**src/rtl/lif_pkg.sv**
```systemverilog
// Shared constants for the leaky integrate-and-fire neuron array.
package lif_pkg;

  localparam int DEF_N_NEURONS    = 3;
  localparam int DEF_IN_W         = 5;
  localparam int DEF_POT_W        = 8;
  localparam int DEF_LEAK_SHIFT   = 2;
  localparam int DEF_REFRAC_TICKS = 2;
  localparam int DEF_W_OUT        = 8;

  // Refractory counters are always 4 bits, enough for up to 15 ticks.
  localparam int REFRAC_W = 4;

  // Width of the saturating output spike counter.
  localparam int COUNT_W  = 8;

endpackage

```
**src/rtl/lif_neuron_cell.sv**
```systemverilog
// One leaky integrate-and-fire neuron: membrane potential, leak,
// saturating integration, threshold compare and refractory counter.
module lif_neuron_cell
  import lif_pkg::*;
#(
  parameter int IN_W_CELL    = DEF_IN_W,
  parameter int POT_W        = DEF_POT_W,
  parameter int LEAK_SHIFT   = DEF_LEAK_SHIFT,
  parameter int REFRAC_TICKS = DEF_REFRAC_TICKS
) (
  input  logic                 clk,
  input  logic                 reset,
  input  logic                 tick,
  input  logic [IN_W_CELL-1:0] in_current,
  input  logic [POT_W-1:0]     threshold,
  output logic                 spike
);

  localparam logic [REFRAC_W-1:0] REFRAC_INIT = REFRAC_W'(REFRAC_TICKS);

  logic [POT_W-1:0]    pot;
  logic [POT_W-1:0]    next_pot;
  logic [POT_W:0]      sum;
  logic [REFRAC_W-1:0] refrac;
  logic                fire;

  // Candidate potential one bit wider than pot so overflow clamps instead of wrapping.
  always_comb begin
    sum      = {1'b0, pot} - {1'b0, (pot >> LEAK_SHIFT)}
             + {{(POT_W + 1 - IN_W_CELL){1'b0}}, in_current};
    next_pot = sum[POT_W] ? '1 : sum[POT_W-1:0];
    fire     = (next_pot >= threshold);
  end

  // Potential, refractory and spike state only move on a tick; spike is a one-cycle pulse.
  always_ff @(posedge clk) begin
    if (reset) begin
      pot    <= '0;
      refrac <= '0;
      spike  <= 1'b0;
    end else if (tick) begin
      if (refrac != '0) begin
        refrac <= refrac - REFRAC_W'(1);
        pot    <= '0;
        spike  <= 1'b0;
      end else if (fire) begin
        refrac <= REFRAC_INIT;
        pot    <= '0;
        spike  <= 1'b1;
      end else begin
        pot    <= next_pot;
        spike  <= 1'b0;
      end
    end else begin
      spike <= 1'b0;
    end
  end

endmodule

```
**src/rtl/lif_neuron_array.sv**
```systemverilog
// Hidden layer of LIF neurons feeding one output LIF neuron, plus a
// saturating count of output spikes.
module lif_neuron_array
  import lif_pkg::*;
#(
  parameter int N_NEURONS    = DEF_N_NEURONS,
  parameter int IN_W         = DEF_IN_W,
  parameter int POT_W        = DEF_POT_W,
  parameter int LEAK_SHIFT   = DEF_LEAK_SHIFT,
  parameter int REFRAC_TICKS = DEF_REFRAC_TICKS,
  parameter int W_OUT        = DEF_W_OUT
) (
  input  logic                      clk,
  input  logic                      reset,
  input  logic                      tick,
  input  logic [N_NEURONS*IN_W-1:0] in_current,
  input  logic [POT_W-1:0]          threshold,
  input  logic                      cnt_clr,
  output logic [N_NEURONS-1:0]      spike,
  output logic                      spike_output,
  output logic [COUNT_W-1:0]        spike_count
);

  localparam logic [31:0] POT_MAX = 32'((1 << POT_W) - 1);

  logic                 tick_q;
  logic [N_NEURONS-1:0] held_spikes;
  logic [N_NEURONS-1:0] src_spikes;
  logic [3:0]           pop;
  logic [31:0]          weighted;
  logic [POT_W-1:0]     out_in;

  genvar g;
  generate
    for (g = 0; g < N_NEURONS; g++) begin : g_hidden
      lif_neuron_cell #(
        .IN_W_CELL   (IN_W),
        .POT_W       (POT_W),
        .LEAK_SHIFT  (LEAK_SHIFT),
        .REFRAC_TICKS(REFRAC_TICKS)
      ) u_cell (
        .clk       (clk),
        .reset     (reset),
        .tick      (tick),
        .in_current(in_current[g*IN_W +: IN_W]),
        .threshold (threshold),
        .spike     (spike[g])
      );
    end
  endgenerate

  // Remember the spikes of the last tick so a gap between ticks does not drop them.
  always_ff @(posedge clk) begin
    if (reset) begin
      tick_q      <= 1'b0;
      held_spikes <= '0;
    end else begin
      tick_q <= tick;
      if (tick_q) begin
        held_spikes <= spike;
      end
    end
  end

  // Output neuron drive: weighted popcount of the previous tick's hidden spikes, clamped.
  always_comb begin
    src_spikes = tick_q ? spike : held_spikes;
    pop        = '0;
    for (int i = 0; i < N_NEURONS; i++) begin
      pop = pop + 4'(src_spikes[i]);
    end
    weighted = 32'(pop) * 32'(W_OUT);
    out_in   = (weighted > POT_MAX) ? '1 : weighted[POT_W-1:0];
  end

  lif_neuron_cell #(
    .IN_W_CELL   (POT_W),
    .POT_W       (POT_W),
    .LEAK_SHIFT  (LEAK_SHIFT),
    .REFRAC_TICKS(REFRAC_TICKS)
  ) u_output (
    .clk       (clk),
    .reset     (reset),
    .tick      (tick),
    .in_current(out_in),
    .threshold (threshold),
    .spike     (spike_output)
  );

  // Count visible output pulses; a clear landing on a pulse keeps that pulse.
  always_ff @(posedge clk) begin
    if (reset) begin
      spike_count <= '0;
    end else if (cnt_clr) begin
      spike_count <= spike_output ? COUNT_W'(1) : '0;
    end else if (spike_output && (spike_count != '1)) begin
      spike_count <= spike_count + COUNT_W'(1);
    end
  end

endmodule

```
**config.mk**
```make
export PLATFORM = sky130hd
export DESIGN_NAME = lif_neuron_array
export DESIGN_NICKNAME = d
export VERILOG_FILES = /design/src/rtl/lif_pkg.sv /design/src/rtl/lif_neuron_cell.sv /design/src/rtl/lif_neuron_array.sv
export SDC_FILE = /design/constraint.sdc
export NUM_CORES = 1
export LEC_CHECK = 0
export BUFFER_PORTS_ARGS = -buffer_cell sky130_fd_sc_hd__buf_2
export CAP_MARGIN = 15
export CELL_PAD_IN_SITES_DETAIL_PLACEMENT = 1
export CELL_PAD_IN_SITES_GLOBAL_PLACEMENT = 2
export CORE_MARGIN = 2
export CORE_UTILIZATION = 38
export CTS_CLUSTER_SIZE = 25
export DETAILED_ROUTE_END_ITERATION = 8
export MAX_ROUTING_LAYER = met4
export PLACE_DENSITY = 0.79
export SLEW_MARGIN = 20
export SYNTH_ARGS = -nofsm -noshare
export SYNTH_HDL_FRONTEND = slang
export SYNTH_SLANG_ARGS = --single-unit
```
**constraint.sdc**
```tcl
create_clock -name clk -period 5.8 [get_ports clk]
set_input_delay 0.87 -clock clk [delete_from_list [all_inputs] [get_ports clk]]
set_output_delay 0.87 -clock clk [all_outputs]
set_load 0.02 [all_outputs]
```
### Yosys cells after proc, flatten, opt, wreduce, memory -nomap -nowiden

Index checks and enable logic that the tools add are counted.
W data, S select, Z words.

| operators by class | value |
|---|---|
| $add $sub $neg | 15 |
| order comparisons | 4 |
| eq/ne operators | 1 |
| muxes and demuxes | 28 |
| bitwise operators | 1 |
| reduce and logical (&&, ||, !) cells | 18 |

Operator list:

| kind | count |
|---|---|
| $mux W8 | 14 |
| $sub A8 B6 Y9 | 4 |
| $ge A8 B8 Y1 | 4 |
| $mux W4 | 8 |
| $add A9 B5 Y9 | 3 |
| $reduce_bool A4 Y1 | 4 |
| $sub A4 B1 Y4 const B | 4 |
| $reduce_or A3 Y1 | 4 |
| $reduce_bool A2 Y1 | 5 |
| $add A9 B6 Y9 | 1 |
| $add A8 B1 Y8 const B | 1 |
| $ne A8 B8 Y1 const B | 1 |
| $reduce_and A2 Y1 | 4 |
| $mux W1 | 5 |
| $add A2 B1 Y3 | 1 |
| $mux W3 | 1 |
| $add A1 B1 Y2 | 1 |
| $logic_and A1 B1 Y1 | 1 |
| $not A1 Y1 | 1 |

| word-level totals | value |
|---|---|
| flip-flop bits (word level) | 64 |
| input port bits | 27 |
| output and inout port bits | 12 |

### Longest topological paths before layout

Gate-level depths: netlist of run 1.

| logic depth | value |
|---|---|
| word-level depth | 8 |
| mapped depth | 18 |
| depth with buffers taken out | 17 |

### Hierarchy

From an unflattened synthesis of run 1, not the netlist that was laid out.

| second synthesis, totals | value |
|---|---|
| cell total of the unflattened synthesis | 693 |
| area total of the unflattened synthesis | 5816.8 sq um |

By module, submodules not included:

| module | times used | cells an instance | area each (sq um) | seq. area each (sq um) |
|---|---|---|---|---|
| lif_neuron_cell (u_output) | 1 | 162 | 1371.3 | 260.2 |
| lif_neuron_cell (g_hidden[1].u_cell) | 1 | 157 | 1296.2 | 260.2 |
| lif_neuron_cell (g_hidden[0].u_cell) | 1 | 157 | 1295.0 | 260.2 |
| lif_neuron_cell (g_hidden[2].u_cell) | 1 | 155 | 1257.5 | 260.2 |
| lif_neuron_array | 1 | 62 | 596.8 | 240.2 |

### Least setup slack after synthesis of run 1

Ideal clock, no wire load.

| timing | value |
|---|---|
| kind | register -> register |
| start point | register tick_q |
| end point | register u_output.refrac[1] |
| arrival time | 4347 ps |
| required time | 5677 ps |
| setup slack | 1330 ps |
| cell stages (with the launch flop) | 17 |
| buffers on the path | 0 |
| clock period less this slack | 4470 ps |
| cell sequence | dfxtp_1 > mux2_2 > fa_1 > inv_1 > fa_1 > inv_1 > ha_1 > nand4_1 > a211o_1 > a31oi_1 > inv_1 > ha_1 > a21o_1 > a221o_1 > a41oi_2 > a21oi_1 > mux2_1 |

| on the way | value |
|---|---|
| cells in the longest elaborated chain, start to end | 8 |

RTL lines:

| element | line | source |
|---|---|---|
| start: declaration | lif_neuron_array.sv:26 | `logic tick_q;` |
| start signal: assignment | lif_neuron_array.sv:58 | `tick_q <= tick;` |
| $mux W3 | n/a |  |
| named net src_spikes[0] | lif_neuron_array.sv:28 | `logic [N_NEURONS-1:0] src_spikes;` |
| $add A1 B1 Y2 | lif_neuron_array.sv:70 | `pop = pop + 4'(src_spikes[i]);` |
| $add A2 B1 Y3 | lif_neuron_array.sv:70 |  |
| $add A9 B6 Y9 | lif_neuron_cell.sv:30 | `+ {{(POT_W + 1 - IN_W_CELL){1'b0}}, in_current};` |
| $mux W8 | lif_neuron_cell.sv:31 | `next_pot = sum[POT_W] ? '1 : sum[POT_W-1:0];` |
| $ge A8 B8 Y1 | lif_neuron_cell.sv:32 | `fire = (next_pot >= threshold);` |
| $reduce_bool A2 Y1 (no source line) | n/a |  |
| $reduce_and A2 Y1 (no source line) | n/a |  |
| end signal: assignment | lif_neuron_cell.sv:43 | `refrac <= refrac - REFRAC_W'(1);` |
| end: declaration | lif_neuron_cell.sv:24 | `logic [REFRAC_W-1:0] refrac;` |

The timed path passes the listed nets, and every way through them passes these cells.
A chain may end at the register's enable or synchronous reset.

### Final worst setup path of run 1

Same ends and word-level chain as after synthesis.

==> results of run 1 <==
-- layout by cell type (no fill, tap or decap), drive strengths merged, types with 8 or more instances in the layout --
cell type / n
ha: 78
nand2: 48
a21oi: 33
clkbuf: 12
nand3: 14
inv: 112
a22o: 15
a211oi: 14
or3: 10
o21ai: 38
buf: 39
and3: 13
dfxtp: 64
nor2: 38
nor3: 15
o211ai: 8
a21o: 23
fa: 19
xor2: 11
nor2b: 8
-- flip-flops by register name, indices dropped and copies added (netlist names) --
name	count
g_hidden.u_cell.spike	3
u_output.pot	8
u_output.spike	1
u_output.refrac	4
tick_q	1
g_hidden.u_cell.refrac	12
held_spikes	3
spike_count	8
g_hidden.u_cell.pot	24
-- stage by stage --
step / util / hold slack [ps] / area, µm² / setup WS (ps)
2_1_floorplan: - / 425.0 / 5560 / 1330
3_3_place_gp: 0.4106 / 443.3 / 5922 / 1092
3_5_place_dp: 0.4106 / 449.0 / 5922 / 976.0
4_1_cts: 0.4287 / 456.4 / 6183 / 971.0
5_1_grt: 0.4287 / 488.7 / 6183 / 672.7
6_report: 0.4287 / 451.3 / 6183 / 974.6
-- layout make-up --
type | count | area (µm²)
fillers | 1770 | 8240
multi-input cells | 477 | 3792
flip-flops and latches | 64 | 1281
inverters | 112 | 420.4
clock buffers | 12 | 256.5
well taps | 184 | 230.2
repair buffers | 39 | 197.7
clock inverters | 1 | 5.005
-- metal layers --
layer  up-vias  GRT usage
met2        57     0.3120
met5         -          -
met1      2266     0.2448
met3        18    0.03423
li1       2413          -
met4         0    0.05359
-- critical path, stage by stage, from the launching register on --
cell,delay [ps]
dfxtp_1,370
mux2_2,380
fa_1,530
inv_1,60
fa_1,470
inv_1,40
ha_1,330
nand4_1,250
a211o_1,440
a31oi_1,230
inv_1,70
ha_1,310
a21o_1,170
a221o_1,360
a41oi_2,230
a21oi_1,130
mux2_1,340
-- worst max-delay path by stage --
stage	endpoint	cells after the start	slack, ps
final	u_output.refrac[1]	16	970
after global routing	u_output.pot[2]	16	670
after CTS	u_output.refrac[1]	16	970
after detailed placement	u_output.refrac[1]	16	980
after global placement	u_output.refrac[1]	16	1090
after floorplan	u_output.refrac[1]	16	1330
-- cells by family (layout without fill, tap and decap cells) --
group / after synthesis / after routing / synth area share
AO/OA/AOI/OAI: 175 / 175 / 0.2250
AND/OR/NAND/NOR: 176 / 176 / 0.1620
flip-flops: 64 / 64 / 0.2304
XOR/XNOR: 17 / 17 / 0.02678
adder cells (fa/ha/maj): 97 / 97 / 0.2439
multiplexers: 12 / 12 / 0.02385
buffers and inverters: 126 / 164 / 0.08798
==> out/metrics.yaml, run 1 <==
cts-root-buf: "clkbuf_16"
routed_wl_mm: 13.96
worstPathMaxFanout: 6
area_growth_pct: 11.21
worstHoldEndpoint: "g_hidden[0].u_cell.pot[0]"
grt_pass1_wl_mm: 23.90
cts_setup_buffers: 0
hold_violations: 0
synth_top_area_frac: 0.2304
finalSetupViolCount: 0
relSlewSlack: 0.3200
clk_latency_ps: 330
synth-seq-cells: 64
yosys_warnings: 0
crit_path_start_kind: "flip-flop"
finalClockSkew_ps: 3.912
drt_iter0_drc: 119
synth_largest_area_cell: "dfxtp_1"
fp-row-count: 44
hp-start: "g_hidden[0].u_cell.pot[0]"
reg2reg_depth: 16
post_synth.cell_area_avg_um2: 8.336
clock_path_buffers: 2
maxCapViolCount: 0
end_kind: "flip-flop"
cp.required_ps: 6020
min_period_over_period: 0.8320
cts_tree: "built"
finalCriticalPeriod_ps: 4825
placeableCoreArea_um2: 14420
antenna_cells: 0
synth_area_leaders: "dfxtp_1 23%, ha_1 18%, inv_1 7.6%, fa_1 6.8%, nand2_1 3.2%"
maxSlewViolCount: 0
die_area_um2: 15620
synth_common_cells: "112 x inv_1, 78 x ha_1, 64 x dfxtp_1"
grt_pass1_vias: 4922
wl_met1_mm: 6.831
crit_path_start: "tick_q"
vias_per_cell: 5.348
wire_per_inst_um: 15.71
finalWeightedCongestion: 0.8031
dieWidth_um: 125.0
dp_cells: 876
drt-pass1-iter-count: 4
h-tree-depth: 3
io_buffers: 38
grt.overflow.total: 0
antenna_found_initial: 0
cts_hold_buf: 0
met3WireLength_um: 309
synth.distinct_cells: 65
r2r_slack_ps: 970
synth-main-ff-cell: "dfxtp_1"
synthesis.nets: 791
initial_core_util: 0.3855
hp-class: "flip-flop to flip-flop"
reg2reg_to: "u_output.refrac[1]"
drive_gt1_frac: 0.1078
routed.top_layer: "met4"
synth.most_common_cell: "inv_1"
dp_hpwl_mm: 11.15
vias: 4754
wl_met2_mm: 6.642
clkTransAtPathRegs_ps: 50
tightest_slew_ps: 1018
syn_area_um2: 5560
antenna_left: 0
grt_max_degree: 27
num_io_pins: 39
tns_ps: 0
postCtsResizedCells: 0
synth-edff-count: 0
clock_sinks: 64
stdcell_count: 889
cts_buffers: 9
layout.nets: 827
grtUsageTotal: 0.1914
die_h_um: 125.0
synth-async-reset-ratio: 0
run_status: "complete, no violations"
max_clock_freq_ghz: 0.2072
drcViolationCount: 0
cp.arrival_ps: 5040
rsz0062_at_grt: "no"
hold_depth: 2
synth.yosys.seq_area_share: 0.2304
crit_type: "flip-flop to flip-flop"
r2r-start: "tick_q"
synthCells: 667
Power of run 1 is not shown: default switching activity piles up to over one toggle a cycle in this logic, so the estimate is an artifact.
==> inputs of run 2 (changes only) <==
--- a/config.mk
+++ b/config.mk
@@ -5,12 +5,13 @@
 export SDC_FILE = /design/constraint.sdc
 export NUM_CORES = 1
 export LEC_CHECK = 0
+export ABC_AREA = 1
 export BUFFER_PORTS_ARGS = -buffer_cell sky130_fd_sc_hd__buf_2
 export CAP_MARGIN = 15
 export CELL_PAD_IN_SITES_DETAIL_PLACEMENT = 1
 export CELL_PAD_IN_SITES_GLOBAL_PLACEMENT = 2
 export CORE_MARGIN = 2
-export CORE_UTILIZATION = 38
+export CORE_UTILIZATION = 35
 export CTS_CLUSTER_SIZE = 25
 export DETAILED_ROUTE_END_ITERATION = 8
 export MAX_ROUTING_LAYER = met4
==> constraint.sdc (replaced) <==
create_clock -name clk -period 4.47 [get_ports clk]
set_input_delay 0.6705 -clock clk [delete_from_list [all_inputs] [get_ports clk]]
set_output_delay 0.6705 -clock clk [all_outputs]
set_load 0.02 [all_outputs]
==> out/metrics.yaml, run 2 <==
run_status: "complete, no violations"
synth.most_common_cell: "nand2_1"
maxSlewViolCount: 0  # unchanged
finalClockSkew_ps: 5.779  # +1.867 ps
grt_max_degree: 42  # +56%
synth_largest_area_cell: "dfxtp_1"
grt.overflow.total: 0  # unchanged
crit_type: "flip-flop to flip-flop"
clk_latency_ps: 340  # about the same
cp.required_ps: 4740  # -1280 ps
clock_sinks: 64  # unchanged
maxCapViolCount: 0  # unchanged
drt-pass1-iter-count: 4  # unchanged
dieWidth_um: 135.9  # +8.7%
dp_hpwl_mm: 11.95  # +7.2%
synth.distinct_cells: 32  # -51%
antenna_left: 0  # unchanged
rsz0062_at_grt: "no"
fp-row-count: 48  # +9.1%
finalCriticalPeriod_ps: 3997  # -827.9 ps
hold_violations: 0  # unchanged
h-tree-depth: 3  # unchanged
placeableCoreArea_um2: 17180  # +19%
worst_slack_ps: 472.5  # -502.1 ps
synth-main-ff-cell: "dfxtp_1"
post_synth.cell_area_avg_um2: 6.589  # -21%
postCtsResizedCells: 0  # unchanged
grt_pass1_vias: 5539  # +13%
dp_slack_ps: 468.3  # -507.7 ps
fin_area_um2: 6813  # +10%
layout_common_cells: "279 x nand2_1, 205 x inv_1, 78 x ha_1"
tns_ps: 0  # unchanged
initial_core_util: 0.3545  # -0.03104
syn_area_um2: 6088  # +9.5%
vias: 5351  # +13%
die_h_um: 135.9  # +8.7%
crit_end: "u_output.pot[2]"
clkTransAtPathRegs_ps: 60  # about the same
cts_buffers: 9  # unchanged
cts_setup_buffers: 0  # unchanged
synth_common_cells: "279 x nand2_1, 205 x inv_1, 78 x ha_1"
clock_path_buffers: 2  # unchanged
drcViolationCount: 0  # unchanged
cp.arrival_ps: 4260  # -780 ps
synth.yosys.seq_area_share: 0.2104  # -0.01998
yosys_warnings: 0  # unchanged
area_growth_pct: 11.90
layout.nets: 1083  # +31%
vias_per_cell: 4.500  # -16%
max_clock_freq_ghz: 0.2502  # +21%
grtUsageTotal: 0.1797  # -0.01168
regMostFlops: "g_hidden.u_cell.pot"
largest_reg_flops: 24  # unchanged
dpl_cell_area_um2: 6482  # +9.5%
io_buffers: 38  # unchanged
reg2reg_to: "u_output.pot[2]"
final_common_cell: "nand2_1"
die_area_um2: 18470  # +18%
postLayoutCoreUtil: 0.3966  # -0.03206
synthCells: 924  # +39%
num_io_pins: 39  # unchanged
end_kind: "flip-flop"
hp-class: "flip-flop to flip-flop"
reg2reg_depth: 24  # +8
min_period_over_period: 0.8943  # +0.06232
cts_tree: "built"
tightest_slew_ps: 929.5  # -88.45 ps
synth_top_area_frac: 0.2104  # -0.01998
synth-edff-count: 0  # unchanged
drive_gt1_frac: 0.1297  # +0.02187
drt_iter0_drc: 121  # +1.7%
r2r_slack_ps: 470  # -500 ps
antenna_found_initial: 0  # unchanged
crit_path_start: "tick_q"
worstPathMaxFanout: 8  # +2
wire_per_inst_um: 12.46  # -21%
synth-seq-cells: 64  # unchanged
synth-async-reset-ratio: 0  # unchanged
relSlewSlack: 0.3794  # +0.05946
largest_registers: "g_hidden.u_cell.pot x24, g_hidden.u_cell.refrac x12"
cts-root-buf: "clkbuf_16"
finalWeightedCongestion: 0.7804  # -2.8%
r2r-start: "tick_q"
synthesis.nets: 1048  # +32%
routed_wl_mm: 14.81  # +6.1%
synth_area_leaders: "dfxtp_1 21%, nand2_1 17%, ha_1 16%, inv_1 13%, fa_1 6.2%"
antenna_cells: 0  # unchanged
crit_path_start_kind: "flip-flop"
grt_pass1_wl_mm: 25.96  # +8.6%
cts_hold_buf: 0  # unchanged
finalSetupViolCount: 0  # unchanged
[run 2: changes by cell type after synthesis, moves of 10 or more]
cell / change
nand2_1: +231
inv_1: +93
nand2_2: +31
a21oi_1: +28
a21o_1: -23
nand3_1: +20
a22o_1: -15
o21ai_0: -15
and3_1: -13
a211oi_1: -11
nor2_1: +11
a21oi_2: +10
o21ai_1: -10
[run 2: layout make-up]
cell class              instances  area, µm²
flip-flops and latches         64       1281
fillers                      2304      10360
clock buffers                  10      239.0
repair buffers                 39      197.7
clock inverters                 6      91.34
inverters                     209      787.0
well taps                     225      281.5
multi-input cells             636       3935
[run 2: worst min path at each step]
| stage | from | to | slack [ps] | cells after the start |
|---|---|---|---|---|
| after floorplan | g_hidden[0].u_cell.pot[0] | g_hidden[0].u_cell.pot[0] | 440 | 2 |
| after global placement | spike_count[4] | spike_count[4] | 460 | 1 |
| after detailed placement | g_hidden[2].u_cell.pot[0] | g_hidden[2].u_cell.pot[0] | 460 | 2 |
| after CTS | g_hidden[2].u_cell.pot[0] | g_hidden[2].u_cell.pot[0] | 470 | 2 |
| after global routing | u_output.pot[0] | u_output.pot[0] | 490 | 2 |
| final | g_hidden[2].u_cell.pot[0] | g_hidden[2].u_cell.pot[0] | 470 | 2 |
[run 2: layer usage]
metal | GRT usage | up-vias | wire length [µm]
met5 | - | - | 0
met1 | 0.2266 | 2424 | 7292
met2 | 0.3067 | 44 | 7068
li1 | - | 2872 | -
met3 | 0.02573 | 11 | 298
met4 | 0.03819 | 0 | 150
[run 2: critical path: stages (launching register included)]
cell	delay (ps)
dfxtp_1	360
inv_1	80
nand2_1	80
nand2_1	70
fa_1	530
inv_1	40
fa_1	470
inv_1	40
ha_1	350
a21oi_1	140
nand2_1	90
nand2_1	80
nand3_1	110
nand2_4	160
nand2_1	90
ha_1	290
nand2_1	90
nor2_1	50
nor2_1	80
nand2_1	60
nand2_1	80
nand3_2	140
nor2_4	220
nand2_1	80
a21oi_1	130
[run 2: cell families (layout without fill, tap and decap cells)]
family / Yosys count / in the layout / synth area share
buffers and inverters: 224 / 264 / 0.1432
flip-flops: 64 / 64 / 0.2104
XOR/XNOR: 16 / 16 / 0.02302
AND/OR/NAND/NOR: 435 / 435 / 0.3187
AO/OA/AOI/OAI: 88 / 88 / 0.08179
adder cells (fa/ha/maj): 97 / 97 / 0.2228
[run 2: through the flow]
stage | cells | hold WS [ps]
floorplan | 924 | 443.6
global placement | 1173 | 457.9
detailed placement | 1173 | 461.9
CTS | 1189 | 470.5
global route | 1189 | 493.5
finish | 1189 | 466.4
Power of run 2 is left out for the same reason.
==> inputs of run 3 (changes only) <==
--- a/config.mk
+++ b/config.mk
@@ -8,10 +8,10 @@
 export ABC_AREA = 1
 export BUFFER_PORTS_ARGS = -buffer_cell sky130_fd_sc_hd__buf_2
 export CAP_MARGIN = 15
-export CELL_PAD_IN_SITES_DETAIL_PLACEMENT = 1
-export CELL_PAD_IN_SITES_GLOBAL_PLACEMENT = 2
+export CELL_PAD_IN_SITES_DETAIL_PLACEMENT = 0
+export CELL_PAD_IN_SITES_GLOBAL_PLACEMENT = 1
 export CORE_MARGIN = 2
-export CORE_UTILIZATION = 35
+export CORE_UTILIZATION = 45
 export CTS_CLUSTER_SIZE = 25
 export DETAILED_ROUTE_END_ITERATION = 8
 export MAX_ROUTING_LAYER = met4
==> out/metrics.yaml, run 3 (synthesis results as in run 2) <==
antenna_left: 0  # unchanged
clkTransAtPathRegs_ps: 60  # about the same
die_h_um: 120.3  # -11%
maxCapViolCount: 0  # unchanged
drt-pass1-iter-count: 4  # unchanged
hp-class: "flip-flop to flip-flop"
antenna_cells: 0  # unchanged
min_period_over_period: 0.8918  # -0.002538
regMostFlops: "g_hidden.u_cell.pot"
rsz0062_at_grt: "no"
relSlewSlack: 0.4386  # +0.05917
finalCriticalPeriod_ps: 3986  # -11.34 ps
cts_hold_buf: 0  # unchanged
hold_violations: 0  # unchanged
wire_per_inst_um: 10.93  # -12%
cts-root-buf: "clkbuf_16"
drcViolationCount: 0  # unchanged
grtUsageTotal: 0.1901  # +0.01040
io_buffers: 38  # unchanged
vias: 5186  # -3.1%
area_growth_pct: 10.50
cts_buffers: 9  # unchanged
num-fill-cells: 1427  # -38%
finalSetupViolCount: 0  # unchanged
cp.required_ps: 4740  # about the same
crit_path_start_kind: "flip-flop"
grt_max_degree: 42  # unchanged
die_area_um2: 14480  # -22%
h-tree-depth: 3  # unchanged
placeableCoreArea_um2: 13240  # -23%
cts_tree: "built"
antenna_found_initial: 0  # unchanged
layout_common_cells: "279 x nand2_1, 205 x inv_1, 78 x ha_1"
routed_wl_mm: 12.46  # -16%
dieWidth_um: 120.3  # -11%
maxSlewViolCount: 0  # unchanged
largest_reg_flops: 24  # unchanged
end_kind: "flip-flop"
finalClockSkew_ps: 8.957  # +3.178 ps
dp_slack_ps: 475.6  # +7.306 ps
grt_pass1_wl_mm: 21.91  # -16%
worst_slack_ps: 483.9  # +11.34 ps
grt_pass1_vias: 4828  # -13%
fp-row-count: 42  # -13%
layout.nets: 1083  # unchanged
postCtsResizedCells: 0  # unchanged
final_common_cell: "nand2_1"
vias_per_cell: 4.549  # +1.1%
clock_path_buffers: 2  # unchanged
initial_core_util: 0.4598  # +0.1053
tns_ps: 0  # unchanged
drt_iter0_drc: 191  # +58%
num_io_pins: 39  # unchanged
clock_sinks: 64  # unchanged
max_clock_freq_ghz: 0.2509  # +0.28%
cts_setup_buffers: 0  # unchanged
largest_registers: "g_hidden.u_cell.pot x24, g_hidden.u_cell.refrac x12"
crit_type: "flip-flop to flip-flop"
multi_input_comb_area_um2: 3935  # unchanged
dp_hpwl_mm: 9.956  # -17%
finalWeightedCongestion: 0.8074  # +3.5%
regArea_um2: 1281  # unchanged
drive_gt1_frac: 0.1297  # unchanged
worstPathMaxFanout: 8  # unchanged
clk_latency_ps: 340  # about the same
grt.overflow.total: 0  # unchanged
tightest_slew_ps: 842.1  # -87.40 ps
cp.arrival_ps: 4260  # about the same
run_status: "complete, no violations"
-- run 3: cell types whose count changed in the layout (fill, tap and decap cells not counted), sizes merged --
cell	previous run	this run
clkinv	0	2
bufinv	2	1
clkinvlp	3	2
-- run 3: worst max-delay path, stage by stage, from the launching register on --
cell	delay, ps
dfxtp_1	360
inv_1	80
nand2_1	80
nand2_1	70
fa_1	530
inv_1	50
fa_1	470
inv_1	40
ha_1	340
a21oi_1	150
nand2_1	90
nand2_1	90
nand3_1	110
nand2_4	150
nand2_1	100
ha_1	300
nand2_1	80
nor2_1	50
nor2_1	80
nand2_1	60
nand2_1	90
nand3_2	140
nor2_4	210
nand2_1	100
a21oi_2	110
-- run 3: final timing paths --
kind                            depth (start not counted)                         to  slack [ps]                 startpoint
worst min register to register                          2  g_hidden[1].u_cell.pot[0]         460  g_hidden[1].u_cell.pot[0]
worst min-delay path                                    2  g_hidden[1].u_cell.pot[0]         460  g_hidden[1].u_cell.pot[0]
worst max register to register                         24            u_output.pot[5]         480                     tick_q
worst max-delay path                                   24            u_output.pot[5]         480                     tick_q
-- run 3: metal layers --
metal	track usage	vias up	share of wire
met5	-	-	0
met4	0.04506	0	0.010
met3	0.02972	10	0.023
met2	0.3086	44	0.45
met1	0.2505	2255	0.51
li1	-	2877	-
-- run 3: cell type report --
class / count / share of cell area
timing repair buffer: 39 / 0.02938
clock buffer: 10 / 0.03552
inverter: 209 / 0.1170
sequential: 64 / 0.1904
clock inverter: 6 / 0.01004
multi-input combinational: 636 / 0.5849
tap: 176 / 0.03273
-- run 3: through the flow --
| stage | util | std cells | area, µm² | hold WS (ps) |
|---|---|---|---|---|
| 5_1_grt | 0.5080 | 1140 | 6728 | 479.3 |
| 3_3_place_gp | 0.4849 | 1124 | 6421 | 459.4 |
| 2_1_floorplan | - | 924 | 6088 | 443.6 |
| 6_report | 0.5080 | 1140 | 6728 | 463.0 |
| 3_5_place_dp | 0.4849 | 1124 | 6421 | 459.1 |
| 4_1_cts | 0.5080 | 1140 | 6728 | 467.7 |
Power of run 3 is left out for the same reason.
